==> src/rtl/uart_rx_pkg.sv <==
// Shared constants and helpers for the UART receive oversampler.
package uart_rx_pkg;

    localparam int unsigned MAX_SAMPLES = 32'd7;

    // Smallest bit period that leaves room for the sample window plus a strobe edge.
    function automatic int unsigned min_prescale(input int unsigned n);
        return n + 32'd3;
    endfunction

    function automatic int unsigned window_first(input int unsigned p, input int unsigned n);
        return (p >> 1) - (n >> 1);
    endfunction

endpackage

==> src/rtl/uart_rx_oversampler_if.sv <==
// Bundle between the receiver FSM (master) and the oversampler (slave).
interface uart_rx_oversampler_if #(
    parameter int unsigned PRESCALE_WIDTH = 6
);
    logic                      serial_data_in;
    logic [PRESCALE_WIDTH-1:0] prescale;
    logic                      enable;
    logic                      bit_restart;
    logic [PRESCALE_WIDTH-1:0] edge_count;
    logic                      sampled_bit;
    logic                      sample_valid;
    logic                      bit_end;
    logic                      noise_error;

    modport master (
        output serial_data_in, prescale, enable, bit_restart,
        input  edge_count, sampled_bit, sample_valid, bit_end, noise_error
    );

    modport slave (
        input  serial_data_in, prescale, enable, bit_restart,
        output edge_count, sampled_bit, sample_valid, bit_end, noise_error
    );
endinterface

==> src/rtl/majority_voter.sv <==
// Combinational majority vote and agreement flag over N samples.
module majority_voter #(
    parameter int unsigned N = 3
) (
    input  logic [N-1:0] samples,
    output logic         vote,
    output logic         unanimous
);
    logic [3:0] ones_s;

    // Population count, majority decision and all-equal detection.
    always_comb begin
        ones_s = 4'd0;
        for (int i = 0; i < int'(N); i++) begin
            ones_s = ones_s + 4'(samples[i]);
        end
        vote      = (ones_s > 4'(N >> 1));
        unanimous = (samples == {N{1'b0}}) || (samples == {N{1'b1}});
    end
endmodule

==> src/rtl/uart_rx_oversampler.sv <==
// Oversampling bit sampler: edge counter, mid-bit window and majority vote.
// Optional disagreement flag enabled by defining UART_RX_NOISE_DETECT_EN.
module uart_rx_oversampler
    import uart_rx_pkg::*;
#(
    parameter int unsigned PRESCALE_WIDTH = 6,
    parameter int unsigned NUM_SAMPLES    = 3
) (
    input  logic                  clk,
    input  logic                  reset,
    uart_rx_oversampler_if.slave  bus
);
    localparam int unsigned PW = PRESCALE_WIDTH;
    localparam int unsigned N  = NUM_SAMPLES;
    localparam logic [PW-1:0] MIN_P  = PW'(min_prescale(N));
    localparam logic [PW-1:0] ONE_C  = PW'(1'b1);
    localparam logic [PW-1:0] SPAN_C = PW'(N - 32'd1);
    localparam logic [PW-1:0] ZERO_C = {PW{1'b0}};

    if (((N % 32'd2) != 32'd1) || (N > MAX_SAMPLES)) begin : g_bad_num_samples
        $error("NUM_SAMPLES must be odd and at most %0d", MAX_SAMPLES);
    end
    if (((32'd1 << PW) - 32'd1) < min_prescale(N)) begin : g_bad_prescale_width
        $error("PRESCALE_WIDTH too narrow for NUM_SAMPLES");
    end

    logic [PW-1:0] p_eff_s;
    logic [PW-1:0] p_last_s;
    logic [PW-1:0] first_s;
    logic [PW-1:0] last_s;
    logic [PW-1:0] count_next_s;
    logic          in_window_s;
    logic [N:0]    shift_s;
    logic [N-1:0]  samples_next_s;
    logic          vote_s;
    logic          unanimous_s;
    logic          noise_next_s;

    logic [PW-1:0] count_r;
    logic [N-1:0]  samples_r;
    logic          sampled_bit_r;
    logic          sample_valid_r;
    logic          bit_end_r;
    logic          noise_r;

    // Effective period, window bounds and next counter value.
    always_comb begin
        p_eff_s        = (bus.prescale < MIN_P) ? MIN_P : bus.prescale;
        p_last_s       = p_eff_s - ONE_C;
        first_s        = PW'(window_first(32'(p_eff_s), N));
        last_s         = first_s + SPAN_C;
        in_window_s    = (count_r >= first_s) && (count_r <= last_s);
        shift_s        = {samples_r, bus.serial_data_in};
        samples_next_s = shift_s[N-1:0];
        if (!bus.enable) begin
            count_next_s = ZERO_C;
        end else if (bus.bit_restart) begin
            count_next_s = ZERO_C;
        end else if (count_r >= p_last_s) begin
            count_next_s = ZERO_C;
        end else begin
            count_next_s = count_r + ONE_C;
        end
    end

    // The vote includes the sample being captured on the LAST edge.
    majority_voter #(.N(N)) u_voter (
        .samples   (samples_next_s),
        .vote      (vote_s),
        .unanimous (unanimous_s)
    );

`ifdef UART_RX_NOISE_DETECT_EN
    assign noise_next_s = ~unanimous_s;
`else
    logic unused_unanimous_s;
    assign unused_unanimous_s = unanimous_s;
    assign noise_next_s       = 1'b0;
`endif

    // Counter, sample shift register and registered vote outputs.
    always_ff @(posedge clk or posedge reset) begin
        if (reset) begin
            count_r        <= ZERO_C;
            samples_r      <= {N{1'b0}};
            sampled_bit_r  <= 1'b0;
            sample_valid_r <= 1'b0;
            bit_end_r      <= 1'b0;
            noise_r        <= 1'b0;
        end else begin
            count_r   <= count_next_s;
            bit_end_r <= (count_next_s == p_last_s);
            if (!bus.enable || bus.bit_restart) begin
                samples_r      <= {N{1'b0}};
                sample_valid_r <= 1'b0;
                noise_r        <= 1'b0;
            end else begin
                if (in_window_s) begin
                    samples_r <= samples_next_s;
                end else begin
                    samples_r <= samples_r;
                end
                if (count_r == last_s) begin
                    sampled_bit_r  <= vote_s;
                    sample_valid_r <= 1'b1;
                    noise_r        <= noise_next_s;
                end else begin
                    sample_valid_r <= 1'b0;
                    noise_r        <= 1'b0;
                end
            end
        end
    end

    assign bus.edge_count   = count_r;
    assign bus.sampled_bit  = sampled_bit_r;
    assign bus.sample_valid = sample_valid_r;
    assign bus.bit_end      = bit_end_r;
    assign bus.noise_error  = noise_r;
endmodule

==> src/flat_wrapper.sv <==
// flat-port wrapper written by rule: the top's interface ports become plain ports
module uart_rx_oversampler_flat import uart_rx_pkg::*;
#(
    parameter int unsigned PRESCALE_WIDTH = 6,
    parameter int unsigned NUM_SAMPLES    = 3
)
  (clk, reset, bus_serial_data_in, bus_prescale, bus_enable, bus_bit_restart, bus_edge_count, bus_sampled_bit, bus_sample_valid, bus_bit_end, bus_noise_error);
  uart_rx_oversampler_if #(.PRESCALE_WIDTH(PRESCALE_WIDTH)) bus_i ();
  input  logic clk;
  input  logic reset;
  input wire logic [$bits(bus_i.serial_data_in)-1:0] bus_serial_data_in;
  input wire logic [$bits(bus_i.prescale)-1:0] bus_prescale;
  input wire logic [$bits(bus_i.enable)-1:0] bus_enable;
  input wire logic [$bits(bus_i.bit_restart)-1:0] bus_bit_restart;
  output wire logic [$bits(bus_i.edge_count)-1:0] bus_edge_count;
  output wire logic [$bits(bus_i.sampled_bit)-1:0] bus_sampled_bit;
  output wire logic [$bits(bus_i.sample_valid)-1:0] bus_sample_valid;
  output wire logic [$bits(bus_i.bit_end)-1:0] bus_bit_end;
  output wire logic [$bits(bus_i.noise_error)-1:0] bus_noise_error;
  assign bus_i.serial_data_in = bus_serial_data_in;
  assign bus_i.prescale = bus_prescale;
  assign bus_i.enable = bus_enable;
  assign bus_i.bit_restart = bus_bit_restart;
  assign bus_edge_count = bus_i.edge_count;
  assign bus_sampled_bit = bus_i.sampled_bit;
  assign bus_sample_valid = bus_i.sample_valid;
  assign bus_bit_end = bus_i.bit_end;
  assign bus_noise_error = bus_i.noise_error;
  uart_rx_oversampler #(.PRESCALE_WIDTH(PRESCALE_WIDTH), .NUM_SAMPLES(NUM_SAMPLES)) u_core (.clk(clk), .reset(reset), .bus(bus_i));
endmodule
==> config.mk <==
export PLATFORM = sky130hd
export DESIGN_NAME = uart_rx_oversampler_flat
export DESIGN_NICKNAME = d
export VERILOG_FILES = /design/src/rtl/uart_rx_pkg.sv /design/src/rtl/uart_rx_oversampler_if.sv /design/src/rtl/majority_voter.sv /design/src/rtl/uart_rx_oversampler.sv /design/src/flat_wrapper.sv
export SDC_FILE = /design/constraint.sdc
export NUM_CORES = 1
export LEC_CHECK = 0
export ABC_AREA = 1
export CELL_PAD_IN_SITES_DETAIL_PLACEMENT = 1
export CELL_PAD_IN_SITES_GLOBAL_PLACEMENT = 2
export CORE_ASPECT_RATIO = 1.25
export CORE_UTILIZATION = 29
export CTS_CLUSTER_DIAMETER = 100
export DETAILED_ROUTE_END_ITERATION = 12
export PLACE_DENSITY_LB_ADDON = 0.1
export RECOVER_POWER = 25
export SLEW_MARGIN = 20
export SYNTH_ARGS = -nofsm -noshare
export SYNTH_HDL_FRONTEND = slang
export SYNTH_SLANG_ARGS = --single-unit
==> constraint.sdc <==
create_clock -name clk -period 2.25 [get_ports clk]
set_input_delay 0.225 -clock clk [delete_from_list [all_inputs] [get_ports clk]]
set_output_delay 0.225 -clock clk [all_outputs]
set_load 0.005 [all_outputs]
---- Word-level counts from Yosys, hierarchy flattened ----
Index checks and enable logic that the tools add are counted.
word-level totals
  register bits ........................... 11
  input bits .............................. 11
  logic and storage cells ................. 32
cells by class
  equality and inequality tests ........... 2
  mux-type cells .......................... 8
  add/subtract/negate cells ............... 6
  reduce and logical (&&, ||, !) cells .... 5
  $lt $le $gt $ge ......................... 5
  bitwise gates (word level) .............. 1
operators by type and width
  cell                                                                              number
  6-bit 2-to-1 mux                                                                  4
  6-bit == test                                                                     2
  6-bit greater-or-equal comparator                                                 2
  6-bit by 1-bit adder with 6-bit output (second input constant)                    1
  6-bit by 2-bit adder with 6-bit output (second input constant)                    1
  6-bit <= comparator                                                               1
  6-bit by 3-bit less-than comparator with 1-bit output (second input constant)     1
  5-bit by 1-bit subtractor with 6-bit output (second input constant)               1
  6-bit by 1-bit subtractor with 6-bit output (second input constant)               1
  2-bit 2-to-1 mux                                                                  2
  2-bit by 1-bit adder with 3-bit output                                            1
  3-bit by 1-bit greater-than comparator with 1-bit output (second input constant)  1
  1-bit by 1-bit adder with 2-bit output                                            1
  1-bit 2-to-1 mux                                                                  2
  2-bit AND reduction                                                               1
  2-bit nonzero test                                                                1
  1-bit logical AND                                                                 1
  1-bit logical NOT                                                                 1
  1-bit logical OR                                                                  1
  1-bit inverter                                                                    1

---- Logic depth before layout (Yosys ltp) ----
  depth after elaboration ................. 8
  mapped depth ............................ 23

---- By module ----
From an unflattened synthesis, not the netlist that was laid out.
second synthesis, totals
  cells, all modules ...................... 199
  area, all modules ....................... 1401.3 sq um
by module, submodules not included
  module               times used  seq. area each (sq um)  area each (sq um)  cells an instance
  uart_rx_oversampler  1           275.3                   1360.1             192
  majority_voter       1           0.0                     41.3               7

---- Least setup slack after synthesis ----
No wires, ideal clock.
  path type ............................... input-to-reg
  from .................................... input port bus_prescale[3]
  to ...................................... register u_core.samples_r[0]
  slack ................................... -0.196 ns
  data arrival time ....................... 2.381 ns
  setup time .............................. 0.065 ns
  path buffers ............................ 0
  cell stages on the path ................. 16
  cell sequence ........................... inv_1 > a21oi_2 > ha_1 > nand2_1 > nor2_1 > xor2_1 > inv_1 > xor2_1 > ha_1 > nand2_1 > or3_1 > nand2_1 > nand2_1 > inv_1 > nand3_1 > nand2_1
between the ends
  cells in the longest elaborated chain, start to end .. 7
  elaborated cells between the ends (all ways) .. 8
RTL lines
  what                                                   line                       text
  start, declared                                        flat_wrapper.sv:12         input wire logic [$bits(bus_i.prescale)-1:0] bus_prescale;
  6-bit by 3-bit less-than comparator with 1-bit output  uart_rx_oversampler.sv:48  p_eff_s = (bus.prescale < MIN_P) ? MIN_P : bus.prescale;
  6-bit 2-to-1 mux (*)                                   uart_rx_oversampler.sv:48
  5-bit by 1-bit subtractor with 6-bit output (*)        uart_rx_pkg.sv:12          return (p >> 1) - (n >> 1);
  6-bit by 2-bit adder with 6-bit output                 uart_rx_oversampler.sv:51  last_s = first_s + SPAN_C;
  6-bit <= comparator                                    uart_rx_oversampler.sv:52  in_window_s = (count_r >= first_s) && (count_r <= last_s);
  1-bit logical AND (*)                                  uart_rx_oversampler.sv:52
  2-bit nonzero test (no source line) (*)                --
  end signal, assigned                                   uart_rx_oversampler.sv:85  samples_r <= {N{1'b0}};
  end signal, assigned                                   uart_rx_oversampler.sv:94  samples_r <= {N{1'b0}};
  end signal, assigned                                   uart_rx_oversampler.sv:99  samples_r <= samples_next_s;
  end, declared                                          uart_rx_oversampler.sv:40  logic [N-1:0] samples_r;
Mark *: on every way between the ends. The rest lies on a longest branch, timed or not.
A chain may end at the register's enable or synchronous reset.

---- Worst setup path in the final report ----
  from .................................... input port bus_prescale[5]
  to ...................................... register u_core.sampled_bit_r (netlist: u_core.bus.sampled_bit)
between the ends
  cells in the longest elaborated chain, start to end .. 6
RTL lines
  what                                                   line                        text
  6-bit by 3-bit less-than comparator with 1-bit output  uart_rx_oversampler.sv:48
  6-bit 2-to-1 mux (*)                                   uart_rx_oversampler.sv:48
  5-bit by 1-bit subtractor with 6-bit output (*)        uart_rx_pkg.sv:12
  6-bit by 2-bit adder with 6-bit output (*)             uart_rx_oversampler.sv:51
  6-bit == test (*)                                      uart_rx_oversampler.sv:103  if (count_r == last_s) begin
  2-bit AND reduction (no source line) (*)               --
  end signal, assigned                                   uart_rx_oversampler.sv:104  sampled_bit_r <= vote_s;
  end, declared                                          uart_rx_oversampler.sv:41   logic sampled_bit_r;
Marked as above.

==> impl_metrics.tcl <==
set metrics [dict create \
    first_global_vias 1633 \
    slew_headroom_pct 65.8 \
    synth_nets 232 \
    track_usage_pct 19.5 \
    ys_ff_latch 11 \
    synthCells 197 \
    yosysSeqAreaShare_pct 20.8 \
    r2r_slack_ns 0.36 \
    finalNonFillerCells 318 \
    core_region_area_sq_um 4390 \
    fin_total_pwr_mw 0.778 \
    ys_warn_count 0 \
    antennaDiodeCount 0 \
    crit_start "bus_prescale[5]" \
    fin_skew_ns 0.0125 \
    use_met1_pct 18.9 \
    whs_ns 0.441 \
    fmax_mhz 399 \
    setup_violations 6 \
    worst-setup-path-type "input pin to register" \
    wl_per_cell_microns 14.2 \
    ant_nets 0 \
    clk_latency_ns 0.25 \
    gp_congestion 0.839 \
    numCtsBuffers 3 \
    maxSlewViolCount 0 \
    critical_path_peak_fanout 3 \
    dpl.cell_count 302 \
    htree_levels 1 \
    met3_usage_pct 3.38 \
    arrival_ns 2.67 \
    antenna_found_initial 0 \
    synth_cell_type_count 23 \
    setup_slack_ns -0.258 \
    drive_gt1_share_pct 37.7 \
    n_fill_cell 571 \
    grt_pass1_wl_microns 7330 \
    outcome "complete, but fails checks" \
    cts_root_buf "clkbuf_8" \
    die_area_sq_um 4840 \
    leakage_nw 1.15 \
    end_kind "register" \
    routed-via-count 1478 \
    met2_usage_pct 40.8 \
    area_growth_pct 65.4 \
    powerDensity_nw_per_um2 355 \
    worst_setup_path_start_kind "input pin" \
    grt-ovfl-total 0 \
    dr.pass1.iters 3 \
    tightest_slew_ns 0.512 \
    drc 0 \
    routed_wl_microns 4500 \
    cts_tree "built" \
    dp_hpwl_microns 3540 \
    synth_area_sq_um 1320 \
    initial_core_util_pct 30.1 \
    cp.required_ns 2.41 \
    placement.io_buffers 19 \
    nets 296 \
    die_y_microns 77.5 \
    failed_checks "negative setup slack" \
    r2r_cells 14 \
    fp-row-count 27 \
    grt-busiest-layer "met2" \
    clkTransAtPathRegs_ns 0.06 \
    ir_drop_v 0.000240 \
    r2r-end "u_core.bus.bit_end" \
    hp-class "input pin to asynchronous set/reset pin" \
    max_cap_violations 0 \
    ios 21 \
    r2r_start "u_core.bus.edge_count[0]" \
    avgSynthCellArea_sq_um 6.72 \
    grt_setup_unrepaired "yes" \
    hold_viol 0 \
    grt_max_degree 12 \
    vias_per_cell 4.65 \
    cts_buffer_depth 2 \
    fin_crit_sh_pct 111 \
    clock-sinks 11 \
    period_minus_slack_ns 2.51 \
    drt-initial-drc-count 9 \
    die_w_microns 62.4 \
]
## synth_stat cells
cell      number  area share [%]
or3_1          1            0.47
o21ai_0        1            0.38
nor2_4         1            0.85
nand3b_1       1            0.57
a21oi_1        7             2.6
nand3_1       16             6.0
conb_1         2            0.57
a21oi_2        2             1.3
a21o_1         1            0.57
buf_4          1            0.57
o21bai_1       2             1.1
inv_1         38              11
o31ai_1        1            0.57
nor2_2         1            0.47
ha_1          24              23
nand3_2        1            0.76
dfrtp_1       11              21
xor2_1         7             4.6
nand4_1        6             2.8
o21a_1         1            0.57
nor2_1        14             4.0
nand2_1       57              16
xnor2_1        1            0.66
## kinds of logic after synthesis
family,synth area share (%)
adder cells (fa/ha/maj),22.7
buffers and inverters,11.3
flip-flops,20.8
AO/OA/AOI/OAI,7.18
XOR/XNOR,5.29
other,0.567
AND/OR/NAND/NOR,32.1
## placed cells by master, fill, tap and decap left out, types with 2 or more instances in the layout
cell / instances
conb_1: 2
nand4_1: 6
ha_1: 18
ha_4: 5
buf_6: 10
nand3_2: 3
dlygate4sd2_1: 2
nand2_1: 37
inv_2: 8
nor2_2: 2
nand3_1: 14
a21oi_4: 2
o21bai_1: 2
nand2_2: 17
clkdlybuf4s50_1: 12
inv_1: 28
nor2_4: 4
nand2_4: 3
nor2_1: 10
clkbuf_8: 3
dfrtp_1: 11
xor2_1: 5
a21oi_1: 7
buf_4: 33
## through the flow
step	worst slack, ns	utilization, %	setup TNS, ns	cell area, sq um
finish	-0.258	49.9	-1.06	2190
global placement	-0.919	41.5	-7.71	1820
CTS	-0.155	46.7	-0.664	2050
floorplan	-0.139	-	-0.510	1350
global route	-0.383	49.9	-2.02	2190
detailed placement	-1.04	41.5	-8.99	1820
## sequential cells by signal, indices dropped and copies added, names as in the netlist
name / flops
u_core.bus.bit_end: 1
u_core.bus.edge_count: 6
u_core.bus.sample_valid: 1
u_core.bus.sampled_bit: 1
u_core.samples_r: 2
## repair_timing
| item | 4_1_cts | 5_1_grt |
|---|---|---|
| gates resized for setup | 46 | 35 |
| hold endpoints to repair | 0 | 0 |
| pin swaps | 24 | 18 |
| setup buffers | 10 | 5 |
| hold buffers | 0 | 0 |
| endpoints found under the setup margin | 11 | 11 |
## cell type report
class                           count  area (sq um)  area share [%]
Sequential cell                    11           275            12.6
Multi-Input combinational cell    147          1110            50.9
Timing Repair Buffer               60           533            24.3
Tap cell                           58          72.6            3.31
Inverter                           38           149            6.80
Clock buffer                        4          45.0            2.06
## how the worst max path moves through the flow
| stage | cells past startpoint | endpoint | slack, ns |
|---|---|---|---|
| final | 17 | u_core.bus.sampled_bit | -0.26 |
| after global routing | 23 | u_core.bus.bit_end | -0.38 |
| after CTS | 18 | u_core.samples_r[1] | -0.16 |
| after detailed placement | 18 | u_core.samples_r[0] | -1.04 |
| after global placement | 22 | u_core.bus.bit_end | -0.92 |
| after floorplan | 18 | u_core.samples_r[0] | -0.14 |
## critical path: stages
cell     delay (ns)
buf_8          0.10
nor2_4         0.17
buf_6          0.13
a21oi_4        0.06
buf_6          0.12
ha_4           0.18
xor2_4         0.21
buf_6          0.12
nand3_1        0.08
xor2_1         0.17
ha_1           0.30
nand2_2        0.07
or3_4          0.34
buf_4          0.15
nor2_4         0.09
nor2_1         0.05
a21oi_1        0.11
## power by group
| part | internal [mW] | total [mW] | switching (mW) |
|---|---|---|---|
| clock network | 0.125 | 0.213 | 0.0875 |
| registers | 0.209 | 0.217 | 0.00871 |
| logic | 0.177 | 0.348 | 0.171 |
| total | 0.511 | 0.778 | 0.267 |
## per-layer routing
layer / up-vias / part of all wire, %
met5: - / 0
met4: 0 / 1.3
met3: 4 / 2.1
met2: 17 / 59
met1: 711 / 37
li1: 746 / -
Power figures use the tool's default switching activity.
